`config.mk`:
```
export PLATFORM = sky130hd
export DESIGN_NAME = q1_ctrl_flat
export DESIGN_NICKNAME = d
export VERILOG_FILES = /design/src/rtl/q1_pkg.sv /design/src/rtl/q1_ctrl_if.sv /design/src/rtl/q1_ctrl_decode.sv /design/src/rtl/q1_ctrl.sv /design/src/flat_wrapper.sv
export SDC_FILE = /design/constraint.sdc
export NUM_CORES = 1
export LEC_CHECK = 0
export ABC_AREA = 1
export BUFFER_PORTS_ARGS = -buffer_cell sky130_fd_sc_hd__buf_2
export CAP_MARGIN = 10
export CORE_MARGIN = 8
export CORE_UTILIZATION = 55
export CTS_CLUSTER_SIZE = 14
export DETAILED_ROUTE_END_ITERATION = 16
export PLACE_DENSITY_LB_ADDON = 0.05
export SYNTH_ARGS = -nofsm -noshare
export SYNTH_HDL_FRONTEND = slang
export SYNTH_SLANG_ARGS = --single-unit
```
`constraint.sdc`:
```
create_clock -name clk -period 3.2 [get_ports clk]
set_clock_uncertainty 0.15 [all_clocks]
set_input_delay 0.32 -clock clk [delete_from_list [all_inputs] [get_ports clk]]
set_output_delay 0.32 -clock clk [all_outputs]
set_load 0.02 [all_outputs]
```
`src/rtl/q1_pkg.sv`:
```
// Shared encodings for the q1 instruction sequencer: opcodes, FSM states and the
// datapath select codes driven towards the register/ALU block.
package q1_pkg;

  localparam int unsigned OpWidth = 3;

  typedef enum logic [OpWidth-1:0] {
    OpNop  = 3'b000,
    OpLdi  = 3'b001,
    OpMov  = 3'b010,
    OpXor  = 3'b011,
    OpAnd  = 3'b100,
    OpShl  = 3'b101,
    OpIll6 = 3'b110,
    OpIll7 = 3'b111
  } op_e;

  typedef enum logic [2:0] {
    StIdle,
    StSetup,
    StLatch,
    StWrite,
    StDone
  } state_e;

  // Register-write source
  localparam logic [1:0] SrIn  = 2'b00;
  localparam logic [1:0] SrAlu = 2'b01;
  localparam logic [1:0] SrTmp = 2'b10;

  localparam logic [1:0] AluXor   = 2'b00;
  localparam logic [1:0] AluAnd   = 2'b01;
  localparam logic [1:0] AluShl   = 2'b10;
  localparam logic [1:0] AluPassB = 2'b11;

  localparam logic [2:0] TselAlu = 3'b000;
  localparam logic [2:0] TselR0  = 3'b001;
  localparam logic [2:0] TselB   = 3'b010;

  localparam logic [2:0] BselR1 = 3'b000;
  localparam logic [2:0] BselR2 = 3'b001;
  localparam logic [2:0] BselR3 = 3'b010;

  // B bus only reaches R1..R3, so the source index is shifted down by one.
  function automatic logic [2:0] rs_to_bsel(input logic [1:0] rs);
    return {1'b0, rs - 2'd1};
  endfunction

endpackage

```
`src/rtl/q1_ctrl_if.sv`:
```
// Instruction handshake plus datapath control bundle between the q1 sequencer,
// its instruction source and the register/ALU datapath.
interface q1_ctrl_if;

  logic       instr_valid;
  logic       instr_ready;
  logic [7:0] instr;
  logic [7:0] imm;

  logic [7:0] in;
  logic [1:0] sr;
  logic [1:0] Rn;
  logic       w;
  logic [1:0] aluop;
  logic       lt;
  logic [2:0] tsel;
  logic [2:0] bsel;

  logic       busy;
  logic       done;
  logic       err;

  // Instruction source / datapath side
  modport master (
    output instr_valid, instr, imm,
    input  instr_ready, in, sr, Rn, w, aluop, lt, tsel, bsel, busy, done, err
  );

  // Sequencer side
  modport slave (
    input  instr_valid, instr, imm,
    output instr_ready, in, sr, Rn, w, aluop, lt, tsel, bsel, busy, done, err
  );

endinterface

```
`src/rtl/q1_ctrl_decode.sv`:
```
// Combinational opcode decode: legality plus the static select codes an
// instruction needs across its SETUP/LATCH/WRITE sequence.
module q1_ctrl_decode
  import q1_pkg::*;
(
  input  op_e        op,
  input  logic [1:0] rs,
  output logic       legal,
  output logic       needs_latch,
  output logic [2:0] tsel,
  output logic [2:0] bsel,
  output logic [1:0] sr,
  output logic [1:0] aluop
);

  always_comb begin
    legal       = 1'b0;
    needs_latch = 1'b0;
    tsel        = TselAlu;
    bsel        = BselR1;
    sr          = SrIn;
    aluop       = AluXor;

    unique case (op)
      OpNop: begin
        legal = 1'b1;
      end
      OpLdi: begin
        legal = 1'b1;
        sr    = SrIn;
      end
      // R0 cannot be a B source, so rs == 0 is illegal for the B-sourced ops.
      OpMov: begin
        legal       = (rs != 2'd0);
        needs_latch = 1'b1;
        tsel        = TselB;
        bsel        = rs_to_bsel(rs);
        sr          = SrTmp;
      end
      OpXor: begin
        legal       = (rs != 2'd0);
        needs_latch = 1'b1;
        tsel        = TselR0;
        bsel        = rs_to_bsel(rs);
        sr          = SrAlu;
        aluop       = AluXor;
      end
      OpAnd: begin
        legal       = (rs != 2'd0);
        needs_latch = 1'b1;
        tsel        = TselR0;
        bsel        = rs_to_bsel(rs);
        sr          = SrAlu;
        aluop       = AluAnd;
      end
      OpShl: begin
        legal       = 1'b1;
        needs_latch = 1'b1;
        tsel        = TselR0;
        bsel        = BselR1;
        sr          = SrAlu;
        aluop       = AluShl;
      end
      default: begin
        legal = 1'b0;
      end
    endcase
  end

endmodule

```
`src/rtl/q1_ctrl.sv`:
```
// q1 instruction sequencer: accepts one instruction over valid/ready and plays out
// the registered datapath control sequence, finishing with a done (and err) pulse.
module q1_ctrl
  import q1_pkg::*;
#(
  parameter int unsigned OPW = OpWidth
) (
  input logic     clk,
  input logic     reset,
  q1_ctrl_if.slave bus
);

  state_e     state_q, state_d;
  op_e        op_q;
  logic [1:0] rd_q, rs_q;
  logic [7:0] imm_q;

  logic       accept;
  op_e        op_sel;
  logic [1:0] rd_sel, rs_sel;
  logic [7:0] imm_sel;

  logic       dec_legal, dec_needs_latch;
  logic [2:0] dec_tsel, dec_bsel;
  logic [1:0] dec_sr, dec_aluop;

  logic [7:0] in_q, in_d;
  logic [1:0] sr_q, sr_d;
  logic [1:0] rn_q, rn_d;
  logic       w_q, w_d;
  logic [1:0] aluop_q, aluop_d;
  logic       lt_q, lt_d;
  logic [2:0] tsel_q, tsel_d;
  logic [2:0] bsel_q, bsel_d;
  logic       busy_q, busy_d;
  logic       done_q, done_d;
  logic       err_q, err_d;
  logic       ready_q, ready_d;

  logic       unused_instr_lsb;
  assign unused_instr_lsb = bus.instr[0];

  assign accept = bus.instr_valid & ready_q;

  // On the accept cycle decode straight from the bus so the first registered
  // outputs are already correct; afterwards use the captured fields.
  assign op_sel  = accept ? op_e'(bus.instr[7 -: OPW]) : op_q;
  assign rd_sel  = accept ? bus.instr[4:3] : rd_q;
  assign rs_sel  = accept ? bus.instr[2:1] : rs_q;
  assign imm_sel = accept ? bus.imm : imm_q;

  q1_ctrl_decode u_decode (
    .op          (op_sel),
    .rs          (rs_sel),
    .legal       (dec_legal),
    .needs_latch (dec_needs_latch),
    .tsel        (dec_tsel),
    .bsel        (dec_bsel),
    .sr          (dec_sr),
    .aluop       (dec_aluop)
  );

  always_comb begin
    state_d = state_q;
    unique case (state_q)
      StIdle: begin
        if (accept) begin
          if (!dec_legal) begin
            state_d = StDone;
          end else if (dec_needs_latch) begin
            state_d = StSetup;
          end else if (op_sel == OpLdi) begin
            state_d = StWrite;
          end else begin
            state_d = StDone;
          end
        end
      end
      StSetup: state_d = StLatch;
      StLatch: state_d = StWrite;
      StWrite: state_d = StDone;
      StDone:  state_d = StIdle;
      default: state_d = StIdle;
    endcase
  end

  // Outputs are a function of the state being entered so they can be registered.
  always_comb begin
    in_d    = 8'h00;
    sr_d    = SrIn;
    rn_d    = 2'd0;
    w_d     = 1'b0;
    aluop_d = AluXor;
    lt_d    = 1'b0;
    tsel_d  = TselAlu;
    bsel_d  = BselR1;
    done_d  = 1'b0;
    err_d   = 1'b0;
    ready_d = (state_d == StIdle);
    busy_d  = (state_d != StIdle);

    unique case (state_d)
      StSetup: begin
        tsel_d = dec_tsel;
        bsel_d = dec_bsel;
      end
      StLatch: begin
        tsel_d = dec_tsel;
        bsel_d = dec_bsel;
        lt_d   = 1'b1;
      end
      StWrite: begin
        tsel_d  = dec_tsel;
        bsel_d  = dec_bsel;
        sr_d    = dec_sr;
        aluop_d = dec_aluop;
        rn_d    = rd_sel;
        w_d     = 1'b1;
        if (op_sel == OpLdi) begin
          in_d = imm_sel;
        end
      end
      StDone: begin
        done_d = 1'b1;
        err_d  = ~dec_legal;
      end
      default: begin
      end
    endcase
  end

  always_ff @(posedge clk or posedge reset) begin
    if (reset) begin
      state_q <= StIdle;
      op_q    <= OpNop;
      rd_q    <= 2'd0;
      rs_q    <= 2'd0;
      imm_q   <= 8'h00;
    end else begin
      state_q <= state_d;
      if (accept) begin
        op_q  <= op_sel;
        rd_q  <= rd_sel;
        rs_q  <= rs_sel;
        imm_q <= imm_sel;
      end
    end
  end

  always_ff @(posedge clk or posedge reset) begin
    if (reset) begin
      in_q    <= 8'h00;
      sr_q    <= SrIn;
      rn_q    <= 2'd0;
      w_q     <= 1'b0;
      aluop_q <= AluXor;
      lt_q    <= 1'b0;
      tsel_q  <= TselAlu;
      bsel_q  <= BselR1;
      busy_q  <= 1'b0;
      done_q  <= 1'b0;
      err_q   <= 1'b0;
      ready_q <= 1'b0;
    end else begin
      in_q    <= in_d;
      sr_q    <= sr_d;
      rn_q    <= rn_d;
      w_q     <= w_d;
      aluop_q <= aluop_d;
      lt_q    <= lt_d;
      tsel_q  <= tsel_d;
      bsel_q  <= bsel_d;
      busy_q  <= busy_d;
      done_q  <= done_d;
      err_q   <= err_d;
      ready_q <= ready_d;
    end
  end

  assign bus.instr_ready = ready_q;
  assign bus.in          = in_q;
  assign bus.sr          = sr_q;
  assign bus.Rn          = rn_q;
  assign bus.w           = w_q;
  assign bus.aluop       = aluop_q;
  assign bus.lt          = lt_q;
  assign bus.tsel        = tsel_q;
  assign bus.bsel        = bsel_q;
  assign bus.busy        = busy_q;
  assign bus.done        = done_q;
  assign bus.err         = err_q;

endmodule

```
`src/flat_wrapper.sv`:
```
// flat-port wrapper written by rule: the top's interface ports become plain ports
module q1_ctrl_flat import q1_pkg::*;
#(
  parameter int unsigned OPW = OpWidth
)
  (clk, reset, bus_instr_valid, bus_instr, bus_imm, bus_instr_ready, bus_in, bus_sr, bus_Rn, bus_w, bus_aluop, bus_lt, bus_tsel, bus_bsel, bus_busy, bus_done, bus_err);
  q1_ctrl_if bus_i ();
  input logic clk;
  input logic reset;
  input wire logic [$bits(bus_i.instr_valid)-1:0] bus_instr_valid;
  input wire logic [$bits(bus_i.instr)-1:0] bus_instr;
  input wire logic [$bits(bus_i.imm)-1:0] bus_imm;
  output wire logic [$bits(bus_i.instr_ready)-1:0] bus_instr_ready;
  output wire logic [$bits(bus_i.in)-1:0] bus_in;
  output wire logic [$bits(bus_i.sr)-1:0] bus_sr;
  output wire logic [$bits(bus_i.Rn)-1:0] bus_Rn;
  output wire logic [$bits(bus_i.w)-1:0] bus_w;
  output wire logic [$bits(bus_i.aluop)-1:0] bus_aluop;
  output wire logic [$bits(bus_i.lt)-1:0] bus_lt;
  output wire logic [$bits(bus_i.tsel)-1:0] bus_tsel;
  output wire logic [$bits(bus_i.bsel)-1:0] bus_bsel;
  output wire logic [$bits(bus_i.busy)-1:0] bus_busy;
  output wire logic [$bits(bus_i.done)-1:0] bus_done;
  output wire logic [$bits(bus_i.err)-1:0] bus_err;
  assign bus_i.instr_valid = bus_instr_valid;
  assign bus_i.instr = bus_instr;
  assign bus_i.imm = bus_imm;
  assign bus_instr_ready = bus_i.instr_ready;
  assign bus_in = bus_i.in;
  assign bus_sr = bus_i.sr;
  assign bus_Rn = bus_i.Rn;
  assign bus_w = bus_i.w;
  assign bus_aluop = bus_i.aluop;
  assign bus_lt = bus_i.lt;
  assign bus_tsel = bus_i.tsel;
  assign bus_bsel = bus_i.bsel;
  assign bus_busy = bus_i.busy;
  assign bus_done = bus_i.done;
  assign bus_err = bus_i.err;
  q1_ctrl #(.OPW(OPW)) u_core (.clk(clk), .reset(reset), .bus(bus_i));
endmodule
```
==> results of run 1 <==
cells by family after synthesis:
kind of cell	synth area share
AND/OR/NAND/NOR	0.222
AO/OA/AOI/OAI	0.0166
multiplexers	0.0520
flip-flops	0.607
adder cells (fa/ha/maj)	0.00722
buffers and inverters	0.0932
other	0.00217
cells in the final DEF, fill, tap and decap left out, types with 2 or more instances in the layout:
cell / instances
nor2_2: 8
dfrtp_1: 42
o21ai_0: 4
clkbuf_4: 5
conb_1: 2
nand2_4: 2
nor3_1: 2
nand2_1: 32
nand2_2: 6
buf_2: 41
inv_2: 4
nand3_1: 12
inv_1: 26
nor2_1: 18
mux2_2: 8
cell usage after synthesis:
library cell / count / share of area
buf_4: 2 / 0.0087
buf_6: 3 / 0.020
conb_1: 1 / 0.0022
dfrtp_1: 42 / 0.61
ha_1: 1 / 0.0072
inv_1: 26 / 0.056
inv_2: 4 / 0.0087
mux2_2: 8 / 0.052
nand2_1: 32 / 0.069
nand2_2: 6 / 0.022
nand2_4: 2 / 0.013
nand3_1: 12 / 0.035
nand3_2: 1 / 0.0058
nor2_1: 18 / 0.039
nor2_2: 8 / 0.029
nor3_1: 2 / 0.0058
nor4_1: 1 / 0.0036
o21ai_0: 4 / 0.012
o21ai_2: 1 / 0.0051
layer usage:
metal / up-vias / routed length [microns] / track usage
li1: 618 / - / -
met5: - / 0 / 0
met3: 8 / 253 / 0.0551
met2: 37 / 1720 / 0.237
met4: 0 / 74 / 0.0816
met1: 587 / 1260 / 0.132
where the power goes:
part / switching [W] / internal, W / total (W)
clock: 0.000157 / 0.000107 / 0.000264
sequential: 0.0000692 / 0.000719 / 0.000788
combinational: 0.000590 / 0.000282 / 0.000871
total: 0.000816 / 0.00111 / 0.00192
critical path: stages, from the launching register on:
cell,delay (ns)
dfrtp_1,0.43
nand2_2,0.32
o21ai_0,0.37
ha_1,0.24
inv_1,0.05
nand3_1,0.07
nand2_1,0.05
nand2_1,0.08
inv_2,0.05
nand3_2,0.09
nand2_4,0.06
nand2_4,0.19
nor2_1,0.07
worst min path at each step:
stage,cells after the start,slack (ns),endpoint,startpoint
3_5_place_dp,1,0.33,u_core.imm_q[2],u_core.imm_q[2]
2_1_floorplan,1,0.30,u_core.bus.lt,u_core.state_q[2]
6_report,2,0.06,u_core.imm_q[4],bus_imm[4]
4_1_cts,2,0.05,u_core.imm_q[4],bus_imm[4]
3_3_place_gp,1,0.33,u_core.imm_q[4],u_core.imm_q[4]
5_1_grt,2,0.04,u_core.imm_q[6],bus_imm[6]
flip-flops by register name, summed over array words and instances, names as in the netlist, 2 cells and up:
name / cells
u_core.imm_q: 8
u_core.bus.sr: 2
u_core.op_q: 3
u_core.bus.Rn: 2
u_core.rs_q: 2
u_core.bus.in: 8
u_core.bus.aluop: 2
u_core.bus.tsel: 2
u_core.bus.bsel: 2
u_core.rd_q: 2
u_core.state_q: 3
stage by stage:
stage | cell area (sq um) | std cells
2_1_floorplan | 1740 | 175
3_3_place_gp | 1950 | 256
3_5_place_dp | 1950 | 256
4_1_cts | 2010 | 264
5_1_grt | 2050 | 266
6_report | 2050 | 266
layout make-up:
class / instances / area share
Sequential cell: 42 / 0.512
Multi-Input combinational cell: 98 / 0.255
Timing Repair Buffer: 44 / 0.122
Inverter: 30 / 0.0549
Clock buffer: 7 / 0.0268
Tap cell: 44 / 0.0268
Clock inverter: 1 / 0.00244
repair_timing:
action	in CTS	in global routing
endpoints found under the hold margin	0	15
hold buffers	0	1
setup endpoints to repair	0	0
==> impl_metrics.yaml, run 1 <==
synth:
  seq_area_frac_synth: 0.607
  avgSynthCellArea_sq_um: 9.95
  syn_area_sq_mm: 0.00173
  yosysWarnings: 0
  synth_cell_type_count: 19
  postSynthCellCount: 174
  ys_seq_elements: 42
setup_path:
  cp-endpoint: "u_core.bus.in[7]"
  start_kind: "register"
  worstRegToRegCells: 12
  crit_type: "register to register"
  r2r_end: "u_core.bus.in[7]"
  rr_startpoint: "u_core.bus.instr_ready"
  path_max_fanout: 24
  cp-startpoint: "u_core.bus.instr_ready"
  reg2reg_slack_ns: 0.84
  required_ns: 3.28
  cp-end-kind: "register"
  arrival_ns: 2.44
timing:
  slew_viol_final: 0
  period_share: 0.737
  hold_violations: 0
  fmax_mhz: 424
  slew_headroom: 0.536
  worst_slack_ns: 0.840
  setup_tns_ns: 0
  finalSetupViolations: 0
  period_minus_slack_ns: 2.36
  rsz0062_at_grt: "no"
  tightest_slew_ns: 0.696
  hold_ws_ns: 0.0613
placement:
  place_hpwl_mm: 2.41
  portBuffers: 41
  gp_congestion: 0.772
  dp_slack_ns: 0.793
cells_and_area:
  fin_util: 0.678
  nNetsFinal: 241
  fill_cells: 251
  synthToLayoutAreaGrowth_pct: 18.5
  drive_above_1_share: 0.360
  seqCellArea_sq_mm: 0.00105
  diodes: 0
  multi_input_area_sq_um: 523
detailed_routing:
  via_per_inst: 4.70
  via_count: 1250
  drtAntennaViolNets: 0
  initialDrtViolationCount: 53
  dr.pass1.iters: 5
  wirelength_mm: 3.30
  wl_per_cell_microns: 12.4
  drc: 0
global_route:
  grt_pass1_vias: 1322
  grt_max_degree: 32
  grt_overflow: 0
  grtUsageTotal: 0.136
  antenna_found_initial: 0
  grt_pass1_wl_mm: 5.49
clock_network:
  tritoncts: "done"
  cts_sinks: 42
  ctsResizeCount: 0
  htree_levels: 2
  cts_buffers: 5
  clkTransAtPathRegs_ns: 0.11
  cts_root_buf: "clkbuf_4"
  post_cts_buffers: 0
  clk_path_buf_depth: 2
  clkLatencyLatePin_ns: 0.35
status:
  status: "finished, final reports clean"
flow_run:
  max_cap_viol_count: 0
floorplanning:
  row_count: 20
  die_x_microns: 72.1
  dieArea_sq_mm: 0.00520
  ioPinCount: 45
  fp.dieH_microns: 72.1
  coreArea_sq_mm: 0.00303
  start_util: 0.572
hold_path:
  hold_path.class: "input port to register"
power_and_ir_drop:
  ir_drop_mv: 0.432
  power_w: 0.00192
  leakagePower_nw: 1.18
  power.density_mw_per_mm2: 937
No activity file was read; power rests on OpenSTA's default activity.
==> run 2, diff against run 1 <==
- ABC_AREA: 1 -> 0
- CORE_UTILIZATION: 55 -> 47
- clock period: 3.2 -> 2.09 ns (I/O delays scaled with it)
==> impl_metrics.yaml, run 2 <==
floorplanning:
  die_x_microns: 77.6
  coreArea_sq_mm: 0.00366
  fp.dieH_microns: 77.6
  ioPinCount: 45
  row_count: 22
  start_util: 0.487
  dieArea_sq_mm: 0.00602
synth:
  yosysTopAreaCellShare: 0.589
  syn_area_sq_mm: 0.00178
  ys_async_sr_fraction: 1.00
  ys_seq_elements: 42
  synth_cell_type_count: 39
  seq_area_frac_synth: 0.589
  synth_commonest_cells: "dfrtp_1 (42), nor2b_1 (10), nor2_1 (9), inv_1 (8), mux2_2 (8)"
  synth_most_common_cell: "dfrtp_1"
  yosysWarnings: 0
  avgSynthCellArea_sq_um: 13.0
  synth-main-ff-cell: "dfrtp_1"
  synth-edff-count: 0
  yosys-top-cells-area: "dfrtp_1 (59%), mux2_2 (5.0%), nor2b_1 (3.5%)"
  synth_top_area_cell: "dfrtp_1"
  postSynthCellCount: 137
timing:
  tightest_slew_ns: 0.504
  slew_headroom: 0.664
  period_share: 0.959
  rsz0062_at_grt: "no"
  slew_viol_final: 0
  finalSetupViolations: 0
  hold_violations: 0
  period_minus_slack_ns: 2.00
  hold_ws_ns: 0.0139
  fmax_mhz: 499
detailed_routing:
  wl_per_cell_microns: 14.1
  dr.pass1.iters: 4
  via_per_inst: 4.81
  drtAntennaViolNets: 0
  drc: 0
  wirelength_mm: 3.36
  initialDrtViolationCount: 41
  via_count: 1150
placement:
  gp_congestion: 0.813
  place_hpwl_mm: 2.50
  dpl_cell_area_sq_mm: 0.00206
  portBuffers: 41
  dp.cells: 226
hold_path:
  hold_path.class: "input port to register"
clock_network:
  tritoncts: "done"
  htree_levels: 2
  clkTransAtPathRegs_ns: 0.07
  cts_sinks: 42
  clk_path_buf_depth: 2
  cts_root_buf: "clkbuf_8"
  clkLatencyLatePin_ns: 0.29
  cts_buffers: 5
setup_path:
  start_kind: "register"
  crit_type: "register to register"
  max_stage_delay_ns: 0.45
  arrival_ns: 2.04
  crit_path_cell_trace: "and2_4 -> mux2i_4 -> ha_4 -> nand2b_1 -> a21oi_2 -> o21ai_2 -> a2111oi_4"
  crit_slowest_cell: "dfrtp_2"
  path_max_fanout: 5
  cp-end-kind: "register"
  required_ns: 2.13
power_and_ir_drop:
  power_w: 0.00324
  ir_drop_mv: 0.944
  power.density_mw_per_mm2: 1460
  leakagePower_nw: 1.09
status:
  status: "finished, final reports clean"
global_route:
  grt_max_degree: 43
  grt_pass1_vias: 1208
  grtUsageTotal: 0.121
  antenna_found_initial: 0
  grt_overflow: 0
  grt_pass1_wl_mm: 5.87
cells_and_area:
  fin_util: 0.607
  fin_cells: 239
  mostFrequentLayoutCells: "buf_2 (41), dfrtp_1 (41), nor2b_1 (10)"
  final_design_area_no_fill_sq_mm: 0.00222
  nNetsFinal: 210
  drive_above_1_share: 0.435
  diodes: 0
  synthToLayoutAreaGrowth_pct: 24.6
flow_run:
  max_cap_viol_count: 0
## run 2: cell count changes in the layout (fill, tap and decap cells not counted), moves of 5 or more
cell	before	now
a21oi_1	0	5
nor2_2	8	0
nand3_1	12	1
inv_1	26	7
clkbuf_4	5	0
nor2_1	18	9
nand2_2	6	0
clkbuf_8	1	6
nand2b_1	0	7
nor2b_1	0	10
nand2_1	32	3
## run 2: logic make-up (layout without fill, tap and decap cells)
| group | Yosys count | after routing | share of synthesized area |
|---|---|---|---|
| xor+xnor | 1 | 1 | 0.00491 |
| mux | 14 | 14 | 0.0989 |
| buf+inv | 12 | 65 | 0.0358 |
| fa+ha+maj | 1 | 1 | 0.00701 |
| compound gates | 28 | 28 | 0.130 |
| other cells | 1 | 2 | 0.00210 |
| simple gates | 38 | 38 | 0.133 |
| flops | 42 | 42 | 0.589 |
## run 2: per-layer routing
| layer | GRT usage | share of wire |
|---|---|---|
| met5 | 0 | 0 |
| met1 | 0.145 | 0.44 |
| met3 | 0.0507 | 0.059 |
| met2 | 0.190 | 0.48 |
| met4 | 0.0453 | 0.015 |
## run 2: path summary, 6_finish.rpt
check,cells after the start,from,end,slack (ns)
hold reg to reg,1,u_core.rd_q[0],u_core.rd_q[0],0.33
setup reg to reg,7,u_core.bus.instr_ready,u_core.bus.bsel[1],0.09
max in group asynchronous,4,reset,u_core.bus.instr_ready,0.98
hold / removal,2,bus_imm[5],u_core.imm_q[5],0.01
setup / recovery,7,u_core.bus.instr_ready,u_core.bus.bsel[1],0.09
min in group asynchronous,4,reset,u_core.bus.aluop[1],0.45
## run 2: layout make-up
cell class | count | area (sq um)
fillers | 302 | 1440
flip-flops and latches | 42 | 1050
multi-input cells | 84 | 689
repair buffers | 49 | 275
clock buffers | 7 | 86.3
well taps | 48 | 60.1
clock inverters | 1 | 30.0
inverters | 8 | 30.0
## run 2: critical path, delay by kind of cell, from the launching register on
family / cells / cell delay, ns
AOI/OAI and AO/OA: 3 / 0.61
adders and majority gates: 1 / 0.18
DFF: 1 / 0.45
muxes: 1 / 0.20
and+or+nand+nor: 2 / 0.32
## run 2: where the power goes
group          total, W  internal (W)  switching [W]
Clock          0.000637      0.000389       0.000248
Combinational   0.00132      0.000583       0.000735
Sequential      0.00128       0.00111       0.000170
## run 2: metrics by stage
stage	worst slack [ns]	setup TNS, ns
floorplan	-0.00491	-0.00491
global placement	0.106	0
detailed placement	0.0928	0
CTS	0.0648	0
global route	0.0171	0
finish	0.0851	0
## run 2: timing repair
item                       CTS  global route
setup endpoints to repair    0             1
setup buffers                0             1
hold buffers                 3             1
resized for setup            0             1
hold endpoints to repair    44             1
==> run 3, diff against run 2 <==
- CORE_MARGIN: 8 -> 10
==> impl_metrics.yaml, run 3 (synthesis results as in run 2) <==
detailed_routing:
  wirelength_mm: 3.51
  drc: 0
  initialDrtViolationCount: 37
  via_count: 1149
  wl_per_cell_microns: 14.9
  via_per_inst: 4.87
  drtAntennaViolNets: 0
  dr.pass1.iters: 3
placement:
  gp_congestion: 0.808
  portBuffers: 41
  dpl_cell_area_sq_mm: 0.00206
  place_hpwl_mm: 2.63
setup_path:
  cp-end-kind: "register"
  crit_slowest_cell: "dfrtp_2"
  max_stage_delay_ns: 0.45
  required_ns: 2.13
  reg2reg_slack_ns: 0.09
  crit_type: "register to register"
  path_max_fanout: 5
  crit_path_cell_trace: "and2_4 -> mux2i_4 -> ha_4 -> nand2b_1 -> a21oi_2 -> o21ai_4 -> a2111oi_4"
  worstRegToRegCells: 7
  critPathTopFamily: "compound AO/OA/AOI/OAI gates"
  rr_startpoint: "u_core.bus.instr_ready"
  start_kind: "register"
  crit_buf_inv: 0
  arrival_ns: 2.04
  r2r_end: "u_core.bus.bsel[1]"
clock_network:
  post_cts_buffers: 0
  htree_levels: 2
  tritoncts: "done"
  clk_path_buf_depth: 2
  clkTransAtPathRegs_ns: 0.08
  cts_root_buf: "clkbuf_8"
  cts_buffers: 5
  clkLatencyLatePin_ns: 0.29
  cts_sinks: 42
global_route:
  grt_pass1_wl_mm: 5.64
  grt_max_degree: 43
  use_met2: 0.182
  grtUsageTotal: 0.111
  top_usage_layer: "met2"
  grt_pass1_vias: 1220
  grt_overflow: 0
  use_met1: 0.121
  grtUsageMet3: 0.0502
  antenna_found_initial: 0
cells_and_area:
  mostFrequentLayoutCells: "buf_2 (41), dfrtp_1 (41), nor2b_1 (10)"
  diodes: 0
  nNetsFinal: 207
  seqCellArea_sq_mm: 0.00105
  synthToLayoutAreaGrowth_pct: 23.1
  multi_input_area_sq_um: 697
  final_design_area_no_fill_sq_mm: 0.00220
  fill_cells: 313
  drive_above_1_share: 0.436
  fin_util: 0.600
hold_path:
  hold_path_depth: 2
  hold_path.class: "input port to register"
  hold_start: "bus_instr[4]"
  holdPathEnd: "u_core.rd_q[1]"
power_and_ir_drop:
  switching_share: 0.365
  power.switching_w: 0.00117
  power.density_mw_per_mm2: 1460
  leakagePower_nw: 1.07
  p_int_w: 0.00204
  pwr-share-seq: 0.401
  power_w: 0.00321
  ir_drop_mv: 0.788
  comb_power_share: 0.407
  pwr-share-clk: 0.192
timing:
  slew_headroom: 0.661
  rsz0062_at_grt: "yes"
  hold_violations: 0
  finalSetupViolations: 0
  hold_ws_ns: 0.00619
  period_share: 0.959
  period_minus_slack_ns: 2.00
  tightest_slew_ns: 0.509
  fmax_mhz: 499
  slew_viol_final: 0
floorplanning:
  coreArea_sq_mm: 0.00366
  start_util: 0.487
  row_count: 22
  ioPinCount: 45
  die_x_microns: 81.6
  fp.dieH_microns: 81.6
  dieArea_sq_mm: 0.00666
status:
  status: "finished, final reports clean"
flow_run:
  max_cap_viol_count: 0
[run 3: through the flow]
step	std cells	setup TNS [ns]	worst slack [ns]
floorplan	138	-0.00491	-0.00491
global placement	226	0	0.106
detailed placement	226	0	0.0942
CTS	236	0	0.0635
global route	236	0	0.00791
finish	236	0	0.0856
[run 3: power by group through the flow]
stage / logic [W] / clock network, W / registers (W)
after floorplan: 0.000846 / 0 / 0.00143
after global placement: 0.00130 / 0 / 0.00129
after detailed placement: 0.00132 / 0 / 0.00130
after CTS: 0.00133 / 0.000637 / 0.00129
after global routing: 0.00144 / 0.000679 / 0.00132
final: 0.00131 / 0.000616 / 0.00129
[run 3: cell type report]
cell class	count	share of cell area
tap	48	0.0273
clock buffer	6	0.0330
clock inverter	2	0.0171
sequential	42	0.479
multi-input combinational	84	0.317
timing repair buffer	46	0.113
inverter	8	0.0137
[run 3: how the worst max path moves through the flow]
| stage | startpoint | endpoint | slack [ns] | depth (start not counted) |
|---|---|---|---|---|
| after floorplan | u_core.bus.instr_ready | u_core.bus.bsel[1] | -0.005 | 8 |
| after global placement | u_core.bus.instr_ready | u_core.bus.bsel[1] | 0.11 | 7 |
| after detailed placement | u_core.bus.instr_ready | u_core.bus.bsel[1] | 0.09 | 7 |
| after CTS | u_core.bus.instr_ready | u_core.bus.bsel[1] | 0.06 | 7 |
| after global routing | u_core.bus.instr_ready | u_core.bus.bsel[1] | 0.008 | 7 |
| final | u_core.bus.instr_ready | u_core.bus.bsel[1] | 0.09 | 7 |
[run 3: per-layer routing]
metal	routed length, microns	vias to the layer above
met5	0	-
met2	1750	25
met3	273	4
li1	-	560
met1	1430	560
met4	53	0
[run 3: timing repair]
item / CTS / global route
endpoints found under the setup margin: 0 / 4
resized for setup: 0 / 2
hold buffers: 2 / 0
hold endpoints to repair: 43 / 0
